[config.mk]
export PLATFORM = sky130hd
export DESIGN_NAME = row_counter
export DESIGN_NICKNAME = d
export VERILOG_FILES = /design/src/rtl/row_pkg.sv /design/src/rtl/row_counter.sv
export SDC_FILE = /design/constraint.sdc
export NUM_CORES = 1
export LEC_CHECK = 0
export BUFFER_PORTS_ARGS = -buffer_cell sky130_fd_sc_hd__buf_2
export CAP_MARGIN = 20
export CORE_MARGIN = 5
export CORE_UTILIZATION = 40
export DETAILED_ROUTE_END_ITERATION = 16
export GPL_TIMING_DRIVEN = 0
export HOLD_SLACK_MARGIN = 0.15
export PLACE_DENSITY = 0.59
export REMOVE_ABC_BUFFERS = 1
export SLEW_MARGIN = 20
export SYNTH_ARGS = -nofsm -noshare
export SYNTH_HDL_FRONTEND = slang
export SYNTH_SLANG_ARGS = --single-unit
[constraint.sdc]
create_clock -name clk -period 2.8 [get_ports clk]
set_clock_uncertainty 0.05 [all_clocks]
set_input_delay 0.56 -clock clk [delete_from_list [all_inputs] [get_ports clk]]
set_output_delay 0.56 -clock clk [all_outputs]
set_load 0.01 [all_outputs]
[src/rtl/row_pkg.sv]
// Shared types and defaults for the row counter that feeds the 7-segment stage.
package row_pkg;

    // Frame-tracking FSM states. The encoding is fixed so the debug state output stays stable.
    typedef enum logic [1:0] {
        IDLE = 2'd0,
        ROW  = 2'd1,
        DONE = 2'd2
    } state_t;

    // cnt_row_o width, matching the segment stage's cnt_row_i.
    localparam int CNT_W        = 10;
    // Largest count that still fits in three decimal digits.
    localparam int MAX_ROWS_DEF = 999;
    // Default pixels per row.
    localparam int COLS_DEF     = 640;

endpackage

[src/rtl/row_counter.sv]
// Counts completed rows of a pixel stream, frame by frame.
// The FSM tracks the frame (IDLE -> ROW -> DONE -> IDLE).
// A column counter finds the row boundaries.
// A saturating row counter drives the display bus.
// Malformed rows and frames, and saturation, set a sticky error.
//
// Handshake: a pixel beat is accepted on a rising edge where pix_valid_i && pix_ready_o.
// pix_ready_o is registered. It is low only while the FSM sits in DONE, so the
// frame_done_o pulse and the ready gap always occur in the same cycle.
module row_counter #(
    parameter int COLS     = row_pkg::COLS_DEF,
    parameter int MAX_ROWS = row_pkg::MAX_ROWS_DEF,
    parameter int CNT_W    = row_pkg::CNT_W
) (
    input  logic             clk,
    input  logic             rst,
    input  logic             pix_valid_i,
    output logic             pix_ready_o,
    input  logic             pix_sof_i,
    input  logic             pix_eol_i,
    input  logic             pix_eof_i,
    input  logic             clr_i,
    output logic [CNT_W-1:0] cnt_row_o,
    output logic             frame_done_o,
    output logic             err_o,
    output logic [1:0]       dbg_state_o
);
    import row_pkg::*;

    // COLS below 2 is illegal. Clamp the width so the counter stays at least 1 bit wide.
    localparam int COL_W = (COLS > 1) ? $clog2(COLS) : 1;
    localparam logic [COL_W-1:0] LAST_COL = COL_W'(COLS - 1);
    localparam logic [CNT_W-1:0] MAX_CNT  = CNT_W'(MAX_ROWS);

    state_t           state_q, state_d;
    logic [COL_W-1:0] col_q, col_d;
    logic [CNT_W-1:0] cnt_q, cnt_d;
    logic             err_q, err_d;
    logic             ready_q, ready_d;
    logic             done_q, done_d;

    // Per-beat decode shared by all the registers below.
    logic             beat;
    logic             sof_beat;
    logic             active;
    logic [COL_W-1:0] pos;
    logic             at_last;
    logic             row_done;
    logic             row_bad;
    logic             restart;
    logic             sat;
    logic [CNT_W-1:0] cnt_base;

    // Classify the current beat.
    // A sof beat always sits at column 0 of a fresh frame.
    // Only beats inside a frame, or a sof beat, take part in counting.
    always_comb begin
        beat     = pix_valid_i && ready_q;
        sof_beat = beat && pix_sof_i;
        active   = beat && ((state_q == ROW) || pix_sof_i);
        pos      = sof_beat ? '0 : col_q;
        at_last  = (pos == LAST_COL);
        // eof always closes the row, even without eol.
        row_done = active && (pix_eol_i || pix_eof_i || at_last);
        // Three malformed cases:
        //  - short row: the row closes before its last column.
        //  - long row: the last column arrives without eol.
        //  - eof without eol.
        row_bad  = active && (((pix_eol_i || pix_eof_i) && !at_last) ||
                              (at_last && !pix_eol_i));
        restart  = sof_beat && (state_q == ROW);
        // A sof beat zeroes the count before the row it closes (if any) is added.
        cnt_base = sof_beat ? '0 : cnt_q;
        sat      = row_done && (cnt_base == MAX_CNT);
    end

    // FSM next state and the registered outputs derived from it. clr_i has top priority.
    always_comb begin
        state_d = state_q;
        unique case (state_q)
            IDLE: begin
                if (sof_beat) begin
                    state_d = pix_eof_i ? DONE : ROW;
                end
            end
            ROW: begin
                if (beat && pix_eof_i) begin
                    state_d = DONE;
                end
            end
            DONE: begin
                state_d = IDLE;
            end
            default: begin
                state_d = IDLE;
            end
        endcase
        if (clr_i) begin
            state_d = IDLE;
        end
        ready_d = (state_d != DONE);
        done_d  = (state_d == DONE);
    end

    // Column, row-count and error next values.
    always_comb begin
        col_d = col_q;
        cnt_d = cnt_q;
        err_d = err_q;
        if (clr_i) begin
            col_d = '0;
            cnt_d = '0;
            err_d = 1'b0;
        end else begin
            if (active) begin
                col_d = row_done ? '0 : pos + COL_W'(1);
                cnt_d = (row_done && !sat) ? cnt_base + CNT_W'(1) : cnt_base;
            end
            err_d = err_q | row_bad | sat | restart;
        end
    end

    // FSM state register.
    always_ff @(posedge clk or posedge rst) begin
        if (rst) begin
            state_q <= IDLE;
        end else begin
            state_q <= state_d;
        end
    end

    // Column counter: beats seen so far in the current row.
    always_ff @(posedge clk or posedge rst) begin
        if (rst) begin
            col_q <= '0;
        end else begin
            col_q <= col_d;
        end
    end

    // Saturating row counter that drives the display bus.
    always_ff @(posedge clk or posedge rst) begin
        if (rst) begin
            cnt_q <= '0;
        end else begin
            cnt_q <= cnt_d;
        end
    end

    // Sticky protocol and overflow error.
    always_ff @(posedge clk or posedge rst) begin
        if (rst) begin
            err_q <= 1'b0;
        end else begin
            err_q <= err_d;
        end
    end

    // Handshake ready and frame-done pulse.
    // Both are held low in reset; ready rises on the first edge after reset releases.
    always_ff @(posedge clk or posedge rst) begin
        if (rst) begin
            ready_q <= 1'b0;
            done_q  <= 1'b0;
        end else begin
            ready_q <= ready_d;
            done_q  <= done_d;
        end
    end

    assign pix_ready_o  = ready_q;
    assign cnt_row_o    = cnt_q;
    assign frame_done_o = done_q;
    assign err_o        = err_q;
    assign dbg_state_o  = state_q;

endmodule

==> results.cfg, run 1 <==
[sta]
finalMaxSlewViolations = 0
finalSetupViolCount = 0
min_period_ns = 2.56
period_share_pct = 91.5
final-hold-violation-count = 0
relSlewSlack_pct = 40.4
hold_slack_ns = 0.304
max_freq_mhz = 390
rsz0062_at_grt = false
tightest_slew_ns = 0.889

[worst_setup_path]
crit_chain = buf_2, nand3_2, and2_1, ha_1, nand3_4, nor4_2, or2_1, or4_1, a31oi_1
cp.required_ns = 2.94
crit_path_end_kind = flip-flop
crit_slowest_cell = or4_1
crit_path_start_kind = primary input
cpPeakStageDelay_ns = 0.51
cp_max_fo = 13
cp.buffers_inverters = 1
crit_type = in2reg
cpLargestDelayFamily = simple AND/OR/NAND/NOR gates
critPathArrivalTime_ns = 2.71

[synthesis]
synth_seq_cells = 25
ys_types = 48
synth_area_um2 = 1510
seq_area_frac_synth_pct = 41.4
ys.warnings.count = 0
synth_edf_count = 0
async_flop_share_pct = 100
synth_area_per_cell_um2 = 9.40
synth_flop_cell = dfrtp_1
postSynthCellCount = 161

[floorplan]
coreArea_um2 = 3660
placement_rows = 22
die_width_um = 71.5
dieArea_um2 = 5110
start_util_pct = 41.3
ios = 22
die_h_um = 71.5

[drt]
drt_pass1_iterations = 4
post_drt_wl_per_cell_um = 15.2
num_vias = 1338
viasPerCell = 5.84
drtIter0Drc = 58
remaining_drc_errors = 0
ant_nets = 0
routed_wl_um = 3480

[place]
place_inst = 223
gp_congestion = 0.803
dpl_cell_area_um2 = 1630
portBuffers = 21
post-dp-hpwl_um = 2470

[clocking]
clkTransAtPathRegs_ns = 0.09
clk_path_buf_depth = 2
cts_tree = yes
clkSinkCount = 25
clk_latency_ns = 0.27
clockRootBuffer = clkbuf_8
cts_htree_levels = 1
numCtsBuffers = 3

[job]
maxCapViolCount = 0

[cells_and_area]
finalNetCount = 191
nFillCells = 352
drive_gt1_share_pct = 19.9
finalInstanceArea_um2 = 1700
stdcell_count = 229
syn_to_final_growth_pct = 12.1
antenna_cells = 0

[run_status]
status = complete, no violations

[power]
finalPower_uw = 664
worst_ir_drop_vdd_mv = 0.224
leakage_uw = 0.000715
p_int_uw = 490
p_switching_uw = 174
power_density_nw_per_um2 = 392
seq_power_share_pct = 55.7
pwr-share-comb_pct = 11.1
pwr-share-clk_pct = 33.3
swShare_pct = 26.3

[worst_hold_path]
hold_class = in2async

[global_routing]
grt_pass1_vias = 1284
antenna_found_initial = 0
grt_first_pass_wirelength_um = 5830
grt_usage_pct = 14.1
grt_max_degree = 26
grt_overflow_total = 0
-- kinds of logic (layout without fill, tap and decap cells) --
family | Yosys count | in the layout | share of synthesized area (%)
multiplexers | 2 | 2 | 1.32
XOR/XNOR | 5 | 5 | 2.89
adder cells (fa/ha/maj) | 2 | 2 | 1.65
AND/OR/NAND/NOR | 82 | 83 | 32.8
flip-flops | 25 | 25 | 41.4
buffers and inverters | 11 | 30 | 4.47
AO/OA/AOI/OAI | 34 | 34 | 15.6
-- layer usage --
layer	share of wire, %	global-route usage (%)	routed length, um
met5	0	0	0
met1	47	19.2	1640
met3	4.1	2.81	144
met2	48	22.7	1660
met4	1.1	3.76	38
-- power by group through the flow --
stage,clock [uW],sequential (uW),combinational [uW]
floorplan,0,379,42.3
detailed placement,0,377,73.4
CTS,223,370,73.7
global route,240,371,81.6
global placement,0,377,71.8
finish,221,370,73.5
-- area by class of cell --
type / instances / area, um^2 / area share [%]
clock buffers: 4 / 45.0 / 2.66
inverters: 4 / 15.0 / 0.886
multi-input cells: 126 / 837 / 49.4
flip-flops and latches: 25 / 626 / 36.9
well taps: 48 / 60.1 / 3.54
repair buffers: 22 / 113 / 6.64
-- Yosys cell counts, types with 3 or more instances --
cell	count	share of area, %
clkbuf_1	3	0.74
and2_1	6	2.5
nor2_1	15	3.7
buf_6	3	2.2
and3_1	3	1.2
o21ai_0	7	2.3
nor4_1	5	2.1
dfrtp_1	25	41
nand2_1	15	3.7
nand4_1	4	1.7
inv_1	4	0.99
xnor2_1	4	2.3
and4_1	4	2.3
a21oi_1	11	3.6
nand3_1	9	3.0
or3_1	3	1.2
-- layout by cell type, fill, tap and decap left out, types with 2 or more instances in the layout --
master / netlist / layout
o21ai_0: 7 / 6
and2_2: 2 / 2
a31oi_1: 2 / 2
clkbuf_8: 0 / 3
nand2_1: 15 / 15
nand3_1: 9 / 8
or3_1: 3 / 3
a21oi_1: 11 / 11
inv_1: 4 / 3
a22o_1: 2 / 2
buf_2: 0 / 21
ha_1: 2 / 2
mux2i_1: 2 / 2
o2111ai_1: 2 / 2
dfrtp_1: 25 / 25
nor4_1: 5 / 5
or2_1: 2 / 2
o21ai_1: 1 / 2
and2_1: 6 / 6
nor2_1: 15 / 15
and3_1: 3 / 3
nor4_2: 1 / 2
nand4_1: 4 / 4
xnor2_1: 4 / 4
and4_1: 4 / 4
o211ai_1: 2 / 2
-- sequential cells by signal, indices dropped and copies added, names as in the netlist --
name / flops
cnt_row_o: 10
pix_ready_o: 1
err_o: 1
col_q: 10
frame_done_o: 1
dbg_state_o: 2
-- repair_timing --
| item | 4_1_cts | 5_1_grt |
|---|---|---|
| gates cloned | 1 | 0 |
| pin swaps | 1 | 0 |
| buffers inserted | 1 | 0 |
| setup endpoints to repair | 7 | 8 |
| hold buffers | 0 | 0 |
| gates resized for setup | 0 | 1 |
| hold endpoints to repair | 0 | 0 |
-- metrics by stage --
stage / util, % / setup slack (ns) / TNS [ns]
after floorplan: - / 0.227 / 0
after global placement: 44.4 / -0.298 / -3.48
after detailed placement: 44.4 / -0.361 / -4.49
after CTS: 46.2 / 0.0212 / 0
after global routing: 46.3 / 0.0914 / 0
final: 46.3 / 0.237 / 0
-- worst paths after layout --
kind	cells after the start	end	slack [ns]	startpoint
max in group asynchronous	2	cnt_row_o[7]$_DFFE_PP0P_	1.98	rst
min in group clk	1	col_q[5]$_DFFE_PP0P_	0.46	col_q[5]$_DFFE_PP0P_
worst min-delay path	2	col_q[5]$_DFFE_PP0P_	0.30	rst
worst min register to register	1	col_q[5]$_DFFE_PP0P_	0.46	col_q[5]$_DFFE_PP0P_
worst max register to register	8	col_q[9]$_DFFE_PP0P_	0.26	pix_ready_o$_DFF_PP0_
worst max-delay path	9	col_q[9]$_DFFE_PP0P_	0.24	pix_sof_i
No activity file was read; power rests on OpenSTA's default activity.
==> inputs of run 2 (changes only) <==
BUFFER_PORTS_ARGS = -buffer_cell sky130_fd_sc_hd__buf_4   (was -buffer_cell sky130_fd_sc_hd__buf_2)
PLACE_DENSITY = 0.65   (was 0.59)
RECOVER_POWER = 100   (was default)
==> run 2 against run 1 <==
  * Via count down 0.30%
  * Critical path depth down 1
  * Count of clock-buffer cells in the layout down 1
  * Die area unchanged
  * Global-route usage up 1.1 points
  * Clock power about the same
==> results.cfg, run 2 (same netlist as run 1, synthesis figures left out) <==
[place]
pre_cts_ws_ns = -0.341
gp_congestion = 0.850
portBuffers = 21
post-dp-hpwl_um = 2500
place_inst = 223

[sta]
min_period_ns = 2.62
rsz0062_at_grt = false
setup_ws_ns = 0.175
finalSetupViolCount = 0
final.setup.tns_ns = 0
hold_slack_ns = 0.307
max_freq_mhz = 381
final-hold-violation-count = 0
relSlewSlack_pct = 40.5
tightest_slew_ns = 0.887
period_share_pct = 93.7
finalMaxSlewViolations = 0

[drt]
remaining_drc_errors = 0
drtIter0Drc = 63
ant_nets = 0
drt_pass1_iterations = 4
viasPerCell = 5.83
routed_wl_um = 3610
num_vias = 1334
post_drt_wl_per_cell_um = 15.8

[clocking]
cts_tree = yes
cts_htree_levels = 1
clk_latency_ns = 0.28
clockRootBuffer = clkbuf_8
numCtsBuffers = 3
clk_path_buf_depth = 2
ctsHoldBuffers = 0
clkSinkCount = 25
clkTransAtPathRegs_ns = 0.09

[worst_setup_path]
cp.required_ns = 2.95
cp_max_fo = 13
crit_path_start_kind = flip-flop
critPathArrivalTime_ns = 2.77
crit_path_end_kind = flip-flop
crit_type = reg2reg
r2r_cells = 8

[power]
finalPower_uw = 667
p_switching_uw = 179
power_density_nw_per_um2 = 394
p_int_uw = 488
worst_ir_drop_vdd_mv = 0.284
pwr-share-clk_pct = 33.5
swShare_pct = 26.8
seq_power_share_pct = 55.5
pwr-share-comb_pct = 11.0
leakage_uw = 0.000657

[floorplan]
coreArea_um2 = 3660
ios = 22
die_width_um = 71.5
die_h_um = 71.5
dieArea_um2 = 5110
start_util_pct = 41.3
placement_rows = 22

[cells_and_area]
antenna_cells = 0
layout_commonest_cell = dfrtp_1
finalNetCount = 191
syn_to_final_growth_pct = 11.8
final_cell_mix = dfrtp_1 (25), nand2_1 (15), nor2_1 (15), clkbuf_1 (15), a21oi_1 (11)
stdcell_count = 229
drive_gt1_share_pct = 11.6

[worst_hold_path]
hold_class = in2async

[global_routing]
grt_pass1_vias = 1347
grt_usage_pct = 15.2
grt_first_pass_wirelength_um = 6260
grt_max_degree = 26
antenna_found_initial = 0
grt_overflow_total = 0

[job]
maxCapViolCount = 0

[run_status]
status = complete, no violations
run 2: through the flow:
| step | utilization [%] | instance area, um^2 |
|---|---|---|
| floorplan | - | 1460 |
| global placement | 45.8 | 1680 |
| detailed placement | 45.8 | 1680 |
| CTS | 47.6 | 1740 |
| global route | 46.2 | 1690 |
| finish | 46.2 | 1690 |
run 2: area by class of cell:
type | instances | area (um^2)
well taps | 48 | 60.1
multi-input cells | 126 | 836
flip-flops and latches | 25 | 626
inverters | 4 | 15.0
clock buffers | 3 | 41.3
fillers | 368 | 1970
repair buffers | 22 | 109
clock inverters | 1 | 5.00
run 2: worst max-delay path: stages (launching register included):
cell and delay, ns:
dfrtp_1 0.40, nand3_2 0.25, and2_0 0.28, ha_1 0.26, nand3_4 0.14, nor4_2 0.10
or2_0 0.31, or4_1 0.55, a31oi_1 0.20
run 2: power by group through the flow:
| stage | registers, uW | logic [uW] | clock network [uW] |
|---|---|---|---|
| 6_report | 370 | 73.2 | 224 |
| 5_1_grt | 371 | 81.8 | 247 |
| 4_1_cts | 370 | 78.1 | 232 |
| 3_5_place_dp | 377 | 77.3 | 0 |
| 3_3_place_gp | 377 | 75.7 | 0 |
| 2_1_floorplan | 379 | 42.3 | 0 |
run 2: path summary, 6_finish.rpt:
kind	from	end	slack [ns]
min in group clk	col_q[5]$_DFFE_PP0P_	col_q[5]$_DFFE_PP0P_	0.46
setup reg to reg	pix_ready_o$_DFF_PP0_	col_q[9]$_DFFE_PP0P_	0.18
hold / removal	rst	err_o$_DFF_PP0_	0.31
max in group asynchronous	rst	cnt_row_o[8]$_DFFE_PP0P_	1.98
hold reg to reg	col_q[5]$_DFFE_PP0P_	col_q[5]$_DFFE_PP0P_	0.46
setup / recovery	pix_ready_o$_DFF_PP0_	col_q[9]$_DFFE_PP0P_	0.18
run 2: repair_timing:
action                     4_1_cts  5_1_grt
gates cloned                     1        0
pin swaps                        1        0
setup endpoints to repair        4        9
buffers inserted                 1        0
gates resized for setup          0        1
run 2: layer usage:
layer,vias up,part of all wire (%),GRT usage [%]
li1,635,-,-
met5,-,0,0
met3,5,5.5,3.09
met4,0,1.7,6.47
met1,658,45,19.3
met2,36,48,25.0
==> inputs of run 3 (changes only) <==
CELL_PAD_IN_SITES_DETAIL_PLACEMENT = 0   (was default)
CELL_PAD_IN_SITES_GLOBAL_PLACEMENT = 1   (was default)
CORE_MARGIN = default   (was 5)
PLACE_DENSITY = 0.8   (was 0.65)
==> run 3 against run 2 <==
  * Sequential share of layout area grew 0.75 points
  * Clock power about the same
  * Sequential power hardly changed
  * First-iteration DRC count up 9.5%
  * Count of clock-buffer cells in the layout did not move
  * Flip-flop and latch count is the same
  * Cell area down 2.0%
  * Fmax is 0.87% higher
  * Combinational power decreased by 3.7%
  * Critical endpoint unchanged
  * Largest cell class unchanged
==> results.cfg, run 3 (same netlist as run 1, synthesis figures left out) <==
[run_status]
status = complete, no violations

[power]
p_switching_uw = 177
seq_power_share_pct = 55.7
worst_ir_drop_vdd_mv = 0.216
swShare_pct = 26.6
pwr-share-clk_pct = 33.7
pwr-share-comb_pct = 10.6
leakage_uw = 0.000664
p_int_uw = 488
power_density_nw_per_um2 = 401

[worst_setup_path]
worstReg2RegEnd = col_q[9]$_DFFE_PP0P_
r2r-start = pix_ready_o$_DFF_PP0_
cp_max_fo = 13
crit_path_end_kind = flip-flop
regToRegSetupSlack_ns = 0.20
cpPeakStageDelay_ns = 0.51
crit_path_start_kind = flip-flop
critPathArrivalTime_ns = 2.76
r2r_cells = 9
crit_chain = nand3_2, and2_1, ha_1, nand3_4, nor4_1, buf_4, or2_1, or4_1, a31oi_1
crit_type = reg2reg
cp.required_ns = 2.96
crit_slowest_cell = or4_1

[sta]
final-hold-violation-count = 0
min_period_ns = 2.60
rsz0062_at_grt = false
finalMaxSlewViolations = 0
period_share_pct = 92.9
relSlewSlack_pct = 36.7
hold_slack_ns = 0.442
tightest_slew_ns = 0.948
finalSetupViolCount = 0
max_freq_mhz = 384

[cells_and_area]
multiInputGateArea_um2 = 793
layout_commonest_cell = dfrtp_1
regArea_um2 = 626
syn_to_final_growth_pct = 9.59
nFillCells = 363
finalNetCount = 192
final_cell_mix = dfrtp_1 (25), clkbuf_1 (16), nand2_1 (15), nor2_1 (15), a21oi_1 (12)
antenna_cells = 0
stdcell_count = 228
drive_gt1_share_pct = 10.4

[drt]
ant_nets = 0
routed_wl_um = 3410
post_drt_wl_per_cell_um = 15.0
drtIter0Drc = 69
drt_pass1_iterations = 4
viasPerCell = 5.76
remaining_drc_errors = 0
num_vias = 1314

[global_routing]
grt_use_met2_pct = 29.0
top_usage_layer = met2
grt_max_degree = 26
grt_overflow_total = 0
use_met1_pct = 26.4
grt_first_pass_wirelength_um = 5990
grt_usage_pct = 19.1
gr-usage-met3_pct = 3.26
grt_pass1_vias = 1284
antenna_found_initial = 0

[clocking]
clockRootBuffer = clkbuf_8
cts_htree_levels = 1
clkSinkCount = 25
clk_path_buf_depth = 2
numCtsBuffers = 3
cts_tree = yes
ctsHoldBuffers = 0
clk_latency_ns = 0.28
clkTransAtPathRegs_ns = 0.09

[job]
maxCapViolCount = 0

[worst_hold_path]
hold_class = in2async

[floorplan]
die_width_um = 63.5
ios = 22
coreArea_um2 = 3470
dieArea_um2 = 4030
die_h_um = 63.5
placement_rows = 21
start_util_pct = 43.6

[place]
post-dp-hpwl_um = 2400
gp_congestion = 0.752
place_inst = 221
portBuffers = 21
==> run 3: cell count changes in the layout (fill, tap and decap cells not counted), sizes merged <==
cell,delta
buf,+1
inv,+1
clkinv,-1
clkbuf,+1
nor4,-1
==> run 3: how the worst max path moves through the flow <==
stage                     startpoint                        to  slack, ns  depth (start not counted)
3_5_place_dp               pix_sof_i  cnt_row_o[9]$_DFFE_PP0P_      -0.36                          9
3_3_place_gp               pix_sof_i  cnt_row_o[9]$_DFFE_PP0P_      -0.30                          9
6_report       pix_ready_o$_DFF_PP0_      col_q[9]$_DFFE_PP0P_       0.20                          9
2_1_floorplan            pix_valid_i  cnt_row_o[5]$_DFFE_PP0P_       0.23                          8
4_1_cts        pix_ready_o$_DFF_PP0_      col_q[9]$_DFFE_PP0P_       0.17                          9
5_1_grt        pix_ready_o$_DFF_PP0_      col_q[9]$_DFFE_PP0P_       0.02                          9
==> run 3: critical path, delay by kind of cell (launching register included) <==
family / cells / cell delay [ns]
flip-flops: 1 / 0.39
AND/OR/NAND/NOR: 6 / 1.47
AO/OA/AOI/OAI: 1 / 0.17
adder cells (fa/ha/maj): 1 / 0.25
buffers and inverters: 1 / 0.19
==> run 3: timing repair <==
action	CTS	global route
endpoints found under the setup margin	7	0
gates resized for setup	1	0
hold endpoints to repair	0	0
setup buffers	3	0
==> run 3: final cells by class <==
class	instances	area share (%)
clock buffer	3	2.49
clock inverter	1	0.302
inverter	4	0.906
multi-input combinational	125	47.8
sequential	25	37.7
tap	46	3.47
timing repair buffer	24	7.25
==> run 3: power by group through the flow <==
stage | clock network, uW | logic (uW) | registers [uW]
global route | 252 | 79.3 | 371
floorplan | 0 | 42.3 | 379
finish | 224 | 70.5 | 370
global placement | 0 | 76.3 | 377
CTS | 230 | 77.6 | 371
detailed placement | 0 | 77.1 | 378
==> run 3: metal layers <==
| metal | vias to the layer above | share of wire (%) |
|---|---|---|
| met5 | - | 0 |
| met4 | 0 | 1.9 |
| met3 | 7 | 3.5 |
| met2 | 28 | 45 |
| met1 | 646 | 49 |
| li1 | 633 | - |
==> run 3: per-stage QoR <==
step	TNS (ns)	cell area, um^2	utilization (%)	setup slack [ns]	power, uW
4_1_cts	0	1750	50.4	0.169	678
5_1_grt	0	1660	47.8	0.0197	703
3_5_place_dp	-4.61	1680	48.3	-0.357	455
3_3_place_gp	-3.30	1680	48.3	-0.297	453
2_1_floorplan	0	1460	-	0.227	421
6_report	0	1660	47.8	0.198	665
